### config.mk
export PLATFORM = sky130hd
export DESIGN_NAME = mem_arbiter
export DESIGN_NICKNAME = d
export VERILOG_FILES = /design/src/rtl/mem_arbiter.sv
export SDC_FILE = /design/constraint.sdc
export NUM_CORES = 1
export LEC_CHECK = 0
export ABC_AREA = 1
export ABC_CLOCK_PERIOD_IN_PS = 1680
export BUFFER_PORTS_ARGS = -buffer_cell sky130_fd_sc_hd__buf_4
export CAP_MARGIN = 25
export CORE_AREA = 3 3 103 105
export CTS_BUF_LIST = sky130_fd_sc_hd__clkbuf_4 sky130_fd_sc_hd__clkbuf_8
export DETAILED_ROUTE_END_ITERATION = 8
export DIE_AREA = 0 0 106 108
export RECOVER_POWER = 50
export SYNTH_ARGS = -nofsm -noshare
export SYNTH_HDL_FRONTEND = slang
export SYNTH_SLANG_ARGS = --single-unit
### constraint.sdc
create_clock -name CLK -period 1.68 [get_ports CLK]
set_input_delay 0.336 -clock CLK [delete_from_list [all_inputs] [get_ports CLK]]
set_output_delay 0.336 -clock CLK [all_outputs]
set_load 0.1 [all_outputs]
### src/rtl/mem_arbiter.sv
// Single-port RAM arbiter between the instruction and data caches; data side has priority,
// with a starvation counter for fetch. Define MEM_TIMEOUT_EN to add the grant timeout and TIMEOUT_CYCLES.
module mem_arbiter #(
  parameter int STARVE_MAX = 4
`ifdef MEM_TIMEOUT_EN
  , parameter int TIMEOUT_CYCLES = 64
`endif
) (
  input  logic        CLK,
  input  logic        nRST,
  input  logic        iREN,
  input  logic [31:0] iaddr,
  output logic        iwait,
  output logic [31:0] iload,
  input  logic        dREN,
  input  logic        dWEN,
  input  logic [31:0] daddr,
  input  logic [31:0] dstore,
  output logic        dwait,
  output logic [31:0] dload,
  output logic        ramREN,
  output logic        ramWEN,
  output logic [31:0] ramaddr,
  output logic [31:0] ramstore,
  input  logic [31:0] ramload,
  input  logic [1:0]  ramstate,
  output logic        merr
);
  localparam logic [1:0] RAM_ACCESS = 2'd2;
  localparam logic [1:0] RAM_ERROR  = 2'd3;
  localparam int SW = $clog2(STARVE_MAX + 1);

  typedef enum logic [1:0] {IDLE, DSERV, ISERV} state_t;

  state_t        state;
  logic [SW-1:0] starve;
  logic          dreq;
  logic          active;
  logic          done;
  logic          fault;

  assign dreq   = dREN | dWEN;
  assign active = (state == DSERV) ? dreq : ((state == ISERV) ? iREN : 1'b0);
  assign done   = active && (ramstate == RAM_ACCESS);

`ifdef MEM_TIMEOUT_EN
  localparam int TW = (TIMEOUT_CYCLES > 1) ? $clog2(TIMEOUT_CYCLES) : 1;
  logic [TW-1:0] tcnt;
  logic          expired;

  assign expired = (tcnt == TW'(TIMEOUT_CYCLES - 1));
  assign fault   = active && ((ramstate == RAM_ERROR) || ((ramstate != RAM_ACCESS) && expired));
`else
  assign fault   = active && (ramstate == RAM_ERROR);
`endif

  always_ff @(posedge CLK or negedge nRST) begin
    if (!nRST) begin
      state  <= IDLE;
      starve <= '0;
      merr   <= 1'b0;
`ifdef MEM_TIMEOUT_EN
      tcnt   <= '0;
`endif
    end else begin
      case (state)
        IDLE: begin
`ifdef MEM_TIMEOUT_EN
          tcnt <= '0;
`endif
          if (iREN && (starve >= SW'(STARVE_MAX))) state <= ISERV;
          else if (dreq)                           state <= DSERV;
          else if (iREN)                           state <= ISERV;
        end
        default: begin
          // Every grant ends after completion, error, timeout or withdrawal: one IDLE cycle between grants.
          if (!active || done || fault) state <= IDLE;
          if (fault) merr <= 1'b1;
          if (done) begin
            if (state == ISERV)
              starve <= '0;
            else if (iREN && (starve != SW'(STARVE_MAX)))
              starve <= starve + 1'b1;
          end
`ifdef MEM_TIMEOUT_EN
          if (!done) tcnt <= tcnt + 1'b1;
`endif
        end
      endcase
    end
  end

  always_comb begin
    ramREN   = 1'b0;
    ramWEN   = 1'b0;
    ramaddr  = '0;
    ramstore = '0;
    iwait    = 1'b1;
    dwait    = 1'b1;
    case (state)
      DSERV: begin
        ramaddr = daddr;
        if (dWEN) begin
          ramWEN   = 1'b1;
          ramstore = dstore;
        end else begin
          ramREN = dREN;
        end
        dwait = !done;
      end
      ISERV: begin
        ramaddr = iaddr;
        ramREN  = iREN;
        iwait   = !done;
      end
      default: ;
    endcase
  end

  assign iload = ramload;
  assign dload = ramload;
endmodule

## Word level (Yosys, flattened, before mapping)

Cells that the tools add are included.

| operators by class | value |
|---|---|
| reduce and logical (&&, ||, !) cells | 14 |
| bitwise logic cells | 2 |
| add/sub/neg operators | 1 |
| mux-type cells | 18 |
| magnitude comparators | 1 |
| equal/unequal tests | 6 |

Operators with widths:

| cell | number |
|---|---|
| 32-bit 2-to-1 mux | 2 |
| 32-bit one-hot mux with 2 select lines | 1 |
| 2-bit 2-to-1 mux | 5 |
| 1-bit 2-to-1 mux | 7 |
| 2-bit equality test, second input constant | 3 |
| 3-bit 2-to-1 mux | 2 |
| 1-bit logical AND | 4 |
| 4-bit != test, second input constant | 1 |
| 2-bit AND reduction | 2 |
| 2-bit nonzero test | 2 |
| 3-bit by 1-bit adder with 3-bit output, second input constant | 1 |
| 3-bit >= comparator, second input constant | 1 |
| 3-bit != test, second input constant | 1 |
| 3-bit AND reduction | 1 |
| 2-bit by 1-bit equality test with 1-bit output, second input constant | 1 |
| 1-bit logical NOT | 2 |
| 2-bit logical NOT | 1 |
| 1-bit logical OR | 2 |
| 1-bit one-hot mux with 2 select lines | 1 |
| 1-bit inverter | 1 |
| 1-bit bitwise OR | 1 |

| storage, ports and cells | value |
|---|---|
| bits of input ports | 135 |
| logic and storage cells | 45 |
| register bits after elaboration | 6 |
| output and inout bits | 133 |

## Longest topological paths before layout

Gate-level depths: netlist of run 1.

| logic depth | value |
|---|---|
| depth after elaboration | 8 |
| gate-level depth with buffers | 8 |
| gate-level depth less buffers | 8 |

## Worst setup path before layout of run 1

OpenSTA, ideal clock, no wires.

| path | value |
|---|---|
| kind | reg2out |
| start point | reg state[0] |
| end point | out ramaddr[0] |
| data required time | 1.344 ns |
| path buffers | 2 |
| stages on the path, launching flop included | 7 |
| path slack | -1.138 ns |
| arrival time | 2.482 ns |
| cells stage by stage | dfrtp_1 inv_1 ha_1 buf_4 buf_2 nand2_1 a21oi_1 |

| on the way | value |
|---|---|
| cells in the longest elaborated chain, start to end | 2 |
| elaborated cells on any way between the ends | 3 |
| those cells by class | eq/ne (2); mux (1) |

RTL lines:

| element | RTL line | RTL |
|---|---|---|
| from (decl) | 35 | `state_t state;` |
| from (signal assigned) | 59 | `state <= IDLE;` |
| from (signal assigned) | 71 | `if (iREN && (starve >= SW'(STARVE_MAX))) state <= ISERV;` |
| from (signal assigned) | 72 | `else if (dreq) state <= DSERV;` |
| 2-bit equality test or 2-bit by 1-bit equality test with 1-bit output (tied branches) | 100 | `case (state)` |
| 32-bit one-hot mux with 2 select lines (*) | 100 |  |
| to (decl) | 23 | `output logic [31:0] ramaddr,` |

Mark *: on every way between the ends. The rest lies on a longest branch, timed or not.

## Final worst setup path of run 1

| path | value |
|---|---|
| start point | reg state[0] |
| end point | out dwait |

| on the way | value |
|---|---|
| cells in the longest elaborated chain, start to end | 6 |
| elaborated cells on any way between the ends | 7 |
| those cells by class | eq/ne (2); mux (3); reduce/logical (2) |

RTL lines:

| element | RTL line | RTL |
|---|---|---|
| 2-bit equality test | 43 | `assign active = (state == DSERV) ? dreq : ((state == ISERV) ? iREN : 1'b0);` |
| 1-bit 2-to-1 mux (2 in series) | 43 |  |
| 1-bit logical AND | 44 | `assign done = active && (ramstate == RAM_ACCESS);` |
| 1-bit logical NOT | 109 | `dwait = !done;` |
| 1-bit 2-to-1 mux (*) | 100 |  |
| to (decl) | 19 | `output logic dwait,` |

Marked as above.

==> flow_metrics.env, run 1 <==
export IMPL_period_needed_ps=1950
export IMPL_synthesis_area_per_instance_sq_um=5.398
export IMPL_vias=2385
export IMPL_fin_crit_sh_pct=116.0
export IMPL_violations="negative setup slack"
export IMPL_wl_per_cell_um=14.48
export IMPL_hold_viol_final=0
export IMPL_synth_edff_count=0
export IMPL_slew_limit_headroom_pct=76.56
export IMPL_drtPass1Iterations=4
export IMPL_hpwl_mm=5.845
export IMPL_port_buffers=171
export IMPL_critical_path_max_stage_delay_ps=390
export IMPL_antenna_found_initial=0
export IMPL_worst_slew_pin_slew_ps=351.6
export IMPL_grt_pass1_wl_mm=12.05
export IMPL_drc_errors=0
export IMPL_clock_power_share_pct=2.3
export IMPL_syn_inst=309
export IMPL_power_switching_uw=5736
export IMPL_drt_iter0_drc=78
export IMPL_cts_root_buffer="clkbuf_8"
export IMPL_cts_tree="yes"
export IMPL_grt_max_degree=25
export IMPL_total_leakage_power_uw=0.002139
export IMPL_final_area_sq_um=4883
export IMPL_dpl_cell_area_sq_um=3486
export IMPL_hold_class="input pin to register"
export IMPL_std_cell_rows=36
export IMPL_ioPinCount=268
export IMPL_vdd_drop_max_uv=1348
export IMPL_clock_sinks=6
export IMPL_synth_area_leaders="buf_4, nand2_1, a21oi_1, inv_1, dfrtp_1"
export IMPL_skew_ps=0.7946
export IMPL_antenna_left=0
export IMPL_drv_slew=0
export IMPL_p_per_area_nw_per_um2=1964
export IMPL_worst_setup_path_type="register to output port"
export IMPL_ys_seq_elements=6
export IMPL_track_usage_pct=12.72
export IMPL_async_reset_ff_share_pct=100.0
export IMPL_synth_area_leader_cell="buf_4"
export IMPL_clockBufferDepth=2
export IMPL_dieHeight_um=108
export IMPL_drt_wl_total_mm=8.356
export IMPL_yosys_warnings=0
export IMPL_htreeDepth=1
export IMPL_synth_ff_type="dfrtp_1"
export IMPL_synth_cell_types=16
export IMPL_setup_viol=68
export IMPL_fmax_mhz=512.9
export IMPL_grt_pass1_vias=2486
export IMPL_power_internal_uw=3857
export IMPL_slowest_stage="dfrtp_1"
export IMPL_arrival_ps=1610
export IMPL_crit_path_frequent_cell="nand2_2"
export IMPL_fin_ws_ps=-269.6
export IMPL_syn_area_sq_um=1668
export IMPL_synth_top_area_share_pct=29.71
export IMPL_globalplace_congestion=0.7578
export IMPL_min_delay_path_depth=3
export IMPL_drive_gt1_share_pct=75.00
export IMPL_p_comb_share_pct=95.1
export IMPL_numCtsBuffers=3
export IMPL_clock_latency_ps=220
export IMPL_dieArea_sq_um=11450
export IMPL_crit_fanout=5
export IMPL_post_route_util_pct=50.19
export IMPL_die_x_um=106
export IMPL_cap_violations=0
export IMPL_cp_required_ps=1340
export IMPL_clk_pin_slew_ps=40
export IMPL_final_nets=586
export IMPL_overflow=0
export IMPL_ys_seq_area_share_pct=9.002
export IMPL_antennaDiodeCount=0
export IMPL_syn_to_final_growth_pct=192.8
export IMPL_synth_common_cells="nand2_1, buf_4, inv_1"
export IMPL_netSwitchingFraction_pct=59.79
export IMPL_start_util_pct=17.14
export IMPL_worstPathCellList="inv_2 > ha_4 > nand2_2 > nand2_2 > nand2_2 > nor2_4 > nand2_2 > buf_12"
export IMPL_rsz0062_at_grt="yes"
export IMPL_synth_most_common_cell="nand2_1"
export IMPL_syn_nets=449
export IMPL_seqPwrFrac_pct=2.6
export IMPL_outcome="finished, violations left"
export IMPL_start_kind="register"
export IMPL_core_area_sq_um=9729
export IMPL_r2r_cells=9
export IMPL_crit_path_end_kind="output port"
export IMPL_via_per_inst=4.133
==> layer usage <==
layer | up-vias | wire, um | share of wire [%] | global-route usage [%]
li1 | 1137 | - | - | -
met3 | 33 | 604 | 7.2 | 3.224
met5 | - | 0 | 0 | 0
met1 | 1093 | 2835 | 34 | 13.31
met4 | 0 | 238 | 2.8 | 4.625
met2 | 122 | 4678 | 56 | 24.50
==> kinds of logic (layout without fill, tap and decap cells) <==
group,count (synthesis),in the layout,synth area share (%)
AND/OR/NAND/NOR,142,142,33.83
buffers and inverters,121,256,42.76
AO/OA/AOI/OAI,35,35,10.65
flip-flops,6,6,9.002
adder cells (fa/ha/maj),5,5,3.751
==> cell usage in the layout (no fill, tap or decap), drive strengths merged <==
master,n
a21oi,33
buf,204
clkbuf,8
clkinvlp,1
dfrtp,6
dlygate4sd3,1
ha,5
inv,42
nand2,90
nand3,8
nand3b,2
nand4,1
nor2,40
nor3b,1
o21ai,1
o21bai,1
==> layout make-up <==
cell class	instances	area, sq um
Inverter	43	172.7
Sequential cell	6	150.1
Fill cell	870	4846
Tap cell	133	166.4
Timing Repair Buffer	210	2690
Clock buffer	3	41.29
Multi-Input combinational cell	182	1663
==> path summary, 6_finish.rpt <==
check / startpoint / end / slack [ps]
max: state[0] / dwait / -270
min in group asynchronous: nRST / merr / 530
max reg2reg: state[0] / starve[1] / 100
min: ramstate[0] / merr / 390
min reg2reg: merr / merr / 480
max in group asynchronous: nRST / starve[0] / 900
==> registers in the layout, indices dropped and copies added (netlist names) <==
name / cells
starve: 3
merr: 1
state: 2
==> power groups by stage <==
stage	logic [uW]	clock network (uW)	registers [uW]
floorplan	5990	0	319
global placement	6720	0	251
detailed placement	6790	0	255
CTS	8630	221	251
global route	9450	236	265
finish	9120	219	254
==> per-stage QoR <==
stage / TNS, ps / setup WS [ps] / instances / hold WS [ps] / total power, uW
3_3_place_gp: -6601 / -131.7 / 560 / 147.5 / 6973
5_1_grt: -20280 / -334.1 / 577 / 412.4 / 9951
2_1_floorplan: -13820 / -266.0 / 309 / 40.41 / 6310
3_5_place_dp: -8363 / -151.0 / 560 / 149.9 / 7043
4_1_cts: -16570 / -278.9 / 571 / 391.5 / 9107
6_report: -16020 / -269.6 / 577 / 388.7 / 9593
==> worst max-delay path, delay by kind of cell, from the launching register on <==
kind / cells / cell delay, ps
flops: 1 / 390
buf+inv: 2 / 290
simple gates: 5 / 470
fa+ha+maj: 1 / 230
==> what timing repair did <==
action,4_1_cts,5_1_grt
setup endpoints to repair,68,68
endpoints found under the hold margin,6,0
setup buffers,4,3
gates cloned,3,4
pin swaps,11,34
gates resized for setup,224,65
hold buffers,1,0
Note: power is estimated with default switching activity, not from simulation.
==> run 2, diff against run 1 <==
--- a/config.mk
+++ b/config.mk
@@ -9,11 +9,16 @@
 export ABC_CLOCK_PERIOD_IN_PS = 1680
 export BUFFER_PORTS_ARGS = -buffer_cell sky130_fd_sc_hd__buf_4
 export CAP_MARGIN = 25
-export CORE_AREA = 3 3 103 105
+export CELL_PAD_IN_SITES_DETAIL_PLACEMENT = 0
+export CELL_PAD_IN_SITES_GLOBAL_PLACEMENT = 2
+export CORE_ASPECT_RATIO = 0.5
+export CORE_MARGIN = 3
+export CORE_UTILIZATION = 10
 export CTS_BUF_LIST = sky130_fd_sc_hd__clkbuf_4 sky130_fd_sc_hd__clkbuf_8
 export DETAILED_ROUTE_END_ITERATION = 8
-export DIE_AREA = 0 0 106 108
+export PLACE_DENSITY_LB_ADDON = 0.1
 export RECOVER_POWER = 50
+export SKIP_LAST_GASP = 1
 export SYNTH_ARGS = -nofsm -noshare
 export SYNTH_HDL_FRONTEND = slang
 export SYNTH_SLANG_ARGS = --single-unit
==> flow_metrics.env, run 2 (synthesis results as in run 1) <==
export IMPL_outcome="finished, violations left"
export IMPL_violations="negative setup slack"
export IMPL_fmax_mhz=509.9
export IMPL_dieHeight_um=97.32
export IMPL_start_util_pct=10.52
export IMPL_drt_wl_total_mm=9.490
export IMPL_final_cell_mix="buf_4, nand2_1, buf_12, inv_1"
export IMPL_clockBufferDepth=2
export IMPL_std_cell_rows=32
export IMPL_antenna_left=0
export IMPL_dp_cells=644
export IMPL_skew_ps=4.117
export IMPL_crit_path_end_kind="output port"
export IMPL_drive_gt1_share_pct=65.90
export IMPL_hpwl_mm=7.714
export IMPL_slew_limit_headroom_pct=75.16
export IMPL_antennaDiodeCount=0
export IMPL_pre_cts_slack_ps=-170.4
export IMPL_drv_slew=0
export IMPL_cp_required_ps=1340
export IMPL_p_per_area_nw_per_um2=1985
export IMPL_wl_per_cell_um=14.42
export IMPL_final_nets=579
export IMPL_worst_setup_path_type="register to output port"
export IMPL_drtPass1Iterations=4
export IMPL_grt_pass1_wl_mm=14.55
export IMPL_antenna_found_initial=0
export IMPL_core_area_sq_um=15860
export IMPL_largest_reg_flops=3
export IMPL_track_usage_pct=9.829
export IMPL_vias=2320
export IMPL_drc_errors=0
export IMPL_arrival_ps=1630
export IMPL_clock_latency_ps=220
export IMPL_regMostFlops="starve"
export IMPL_syn_to_final_growth_pct=186.1
export IMPL_clk_pin_slew_ps=40
export IMPL_holdWs_ps=392.6
export IMPL_grt_pass1_vias=2627
export IMPL_rsz0062_at_grt="yes"
export IMPL_via_per_inst=3.526
export IMPL_fin_crit_sh_pct=116.7
export IMPL_crit_fanout=7
export IMPL_start_kind="register"
export IMPL_hold_viol_final=0
export IMPL_cts_tree="yes"
export IMPL_worst_slew_pin_slew_ps=372.6
export IMPL_numCtsBuffers=3
export IMPL_fin_ws_ps=-281.3
export IMPL_grt_max_degree=23
export IMPL_overflow=0
export IMPL_vdd_drop_max_uv=597.6
export IMPL_globalplace_congestion=0.7011
export IMPL_r2r_cells=10
export IMPL_fin_cells=658
export IMPL_period_needed_ps=1961
export IMPL_finalSetupTns_ps=-16940
export IMPL_final_common_cell="buf_4"
export IMPL_clock_sinks=6
export IMPL_total_leakage_power_uw=0.002004
export IMPL_worst_r2r_setup_slack_ps=160
export IMPL_setup_viol=68
export IMPL_hold_class="input pin to register"
export IMPL_cts_root_buffer="clkbuf_8"
export IMPL_die_x_um=188.6
export IMPL_htreeDepth=1
export IMPL_ioPinCount=268
export IMPL_dieArea_sq_um=18360
export IMPL_port_buffers=171
export IMPL_reg_top3="starve (3), state (2), merr (1)"
export IMPL_drt_iter0_drc=53
export IMPL_cap_violations=0
export IMPL_min_delay_path_depth=3
-- run 2: cell types whose count changed in the layout (fill, tap and decap cells not counted), sizes merged --
cell,before,now
inv,42,41
clkbuf,8,6
clkinv,0,1
buf,204,199
-- run 2: cell type report --
class / instances / area, sq um
inverter: 43 / 180.2
fill: 1714 / 11080
clock buffer: 3 / 41.29
tap: 221 / 276.5
multi-input combinational: 182 / 1513
timing repair buffer: 203 / 2611
sequential: 6 / 150.1
-- run 2: final timing paths --
check	startpoint	to
worst max register to register	state[0]	starve[2]
worst max-delay path	state[0]	ramaddr[18]
worst min-delay path	ramstate[0]	merr
min in group asynchronous	nRST	state[0]
worst min register to register	merr	merr
max in group asynchronous	nRST	starve[2]
-- run 2: power breakdown --
part           switching (uW)  total, uW  internal [uW]
combinational            5550       9000           3450
clock                    65.0        219            154
sequential               53.4        255            202
total                    5670       9470           3800
-- run 2: per-stage QoR --
stage | total power [uW] | utilization (%) | area, sq um
after floorplan | 6310 | - | 2397
after global placement | 7023 | 22.41 | 3553
after detailed placement | 7042 | 22.41 | 3553
after CTS | 9036 | 28.85 | 4574
after global routing | 9880 | 30.10 | 4772
final | 9474 | 30.10 | 4772
-- run 2: critical path: stages, from the launching register on --
cell and delay [ps]:
dfrtp_1 380, inv_2 90, ha_4 300, clkinv_8 100, clkbuf_16 190, a21oi_4 140, buf_12 190
-- run 2: timing repair --
action / CTS / global route
setup endpoints to repair: 68 / 68
pin swaps: 3 / 12
gates cloned: 4 / 2
resized for setup: 205 / 33
setup buffers: 3 / 2
endpoints found under the hold margin: 6 / 0
hold buffers: 1 / 0
-- run 2: layer usage --
metal  vias to the layer above  part of all wire [%]  global-route usage [%]
met4                         0                   1.0                   1.715
met5                         -                     0                       0
li1                       1119                     -                       -
met3                        15                   8.1                   2.450
met1                      1089                    36                   10.60
met2                        97                    55                   19.49
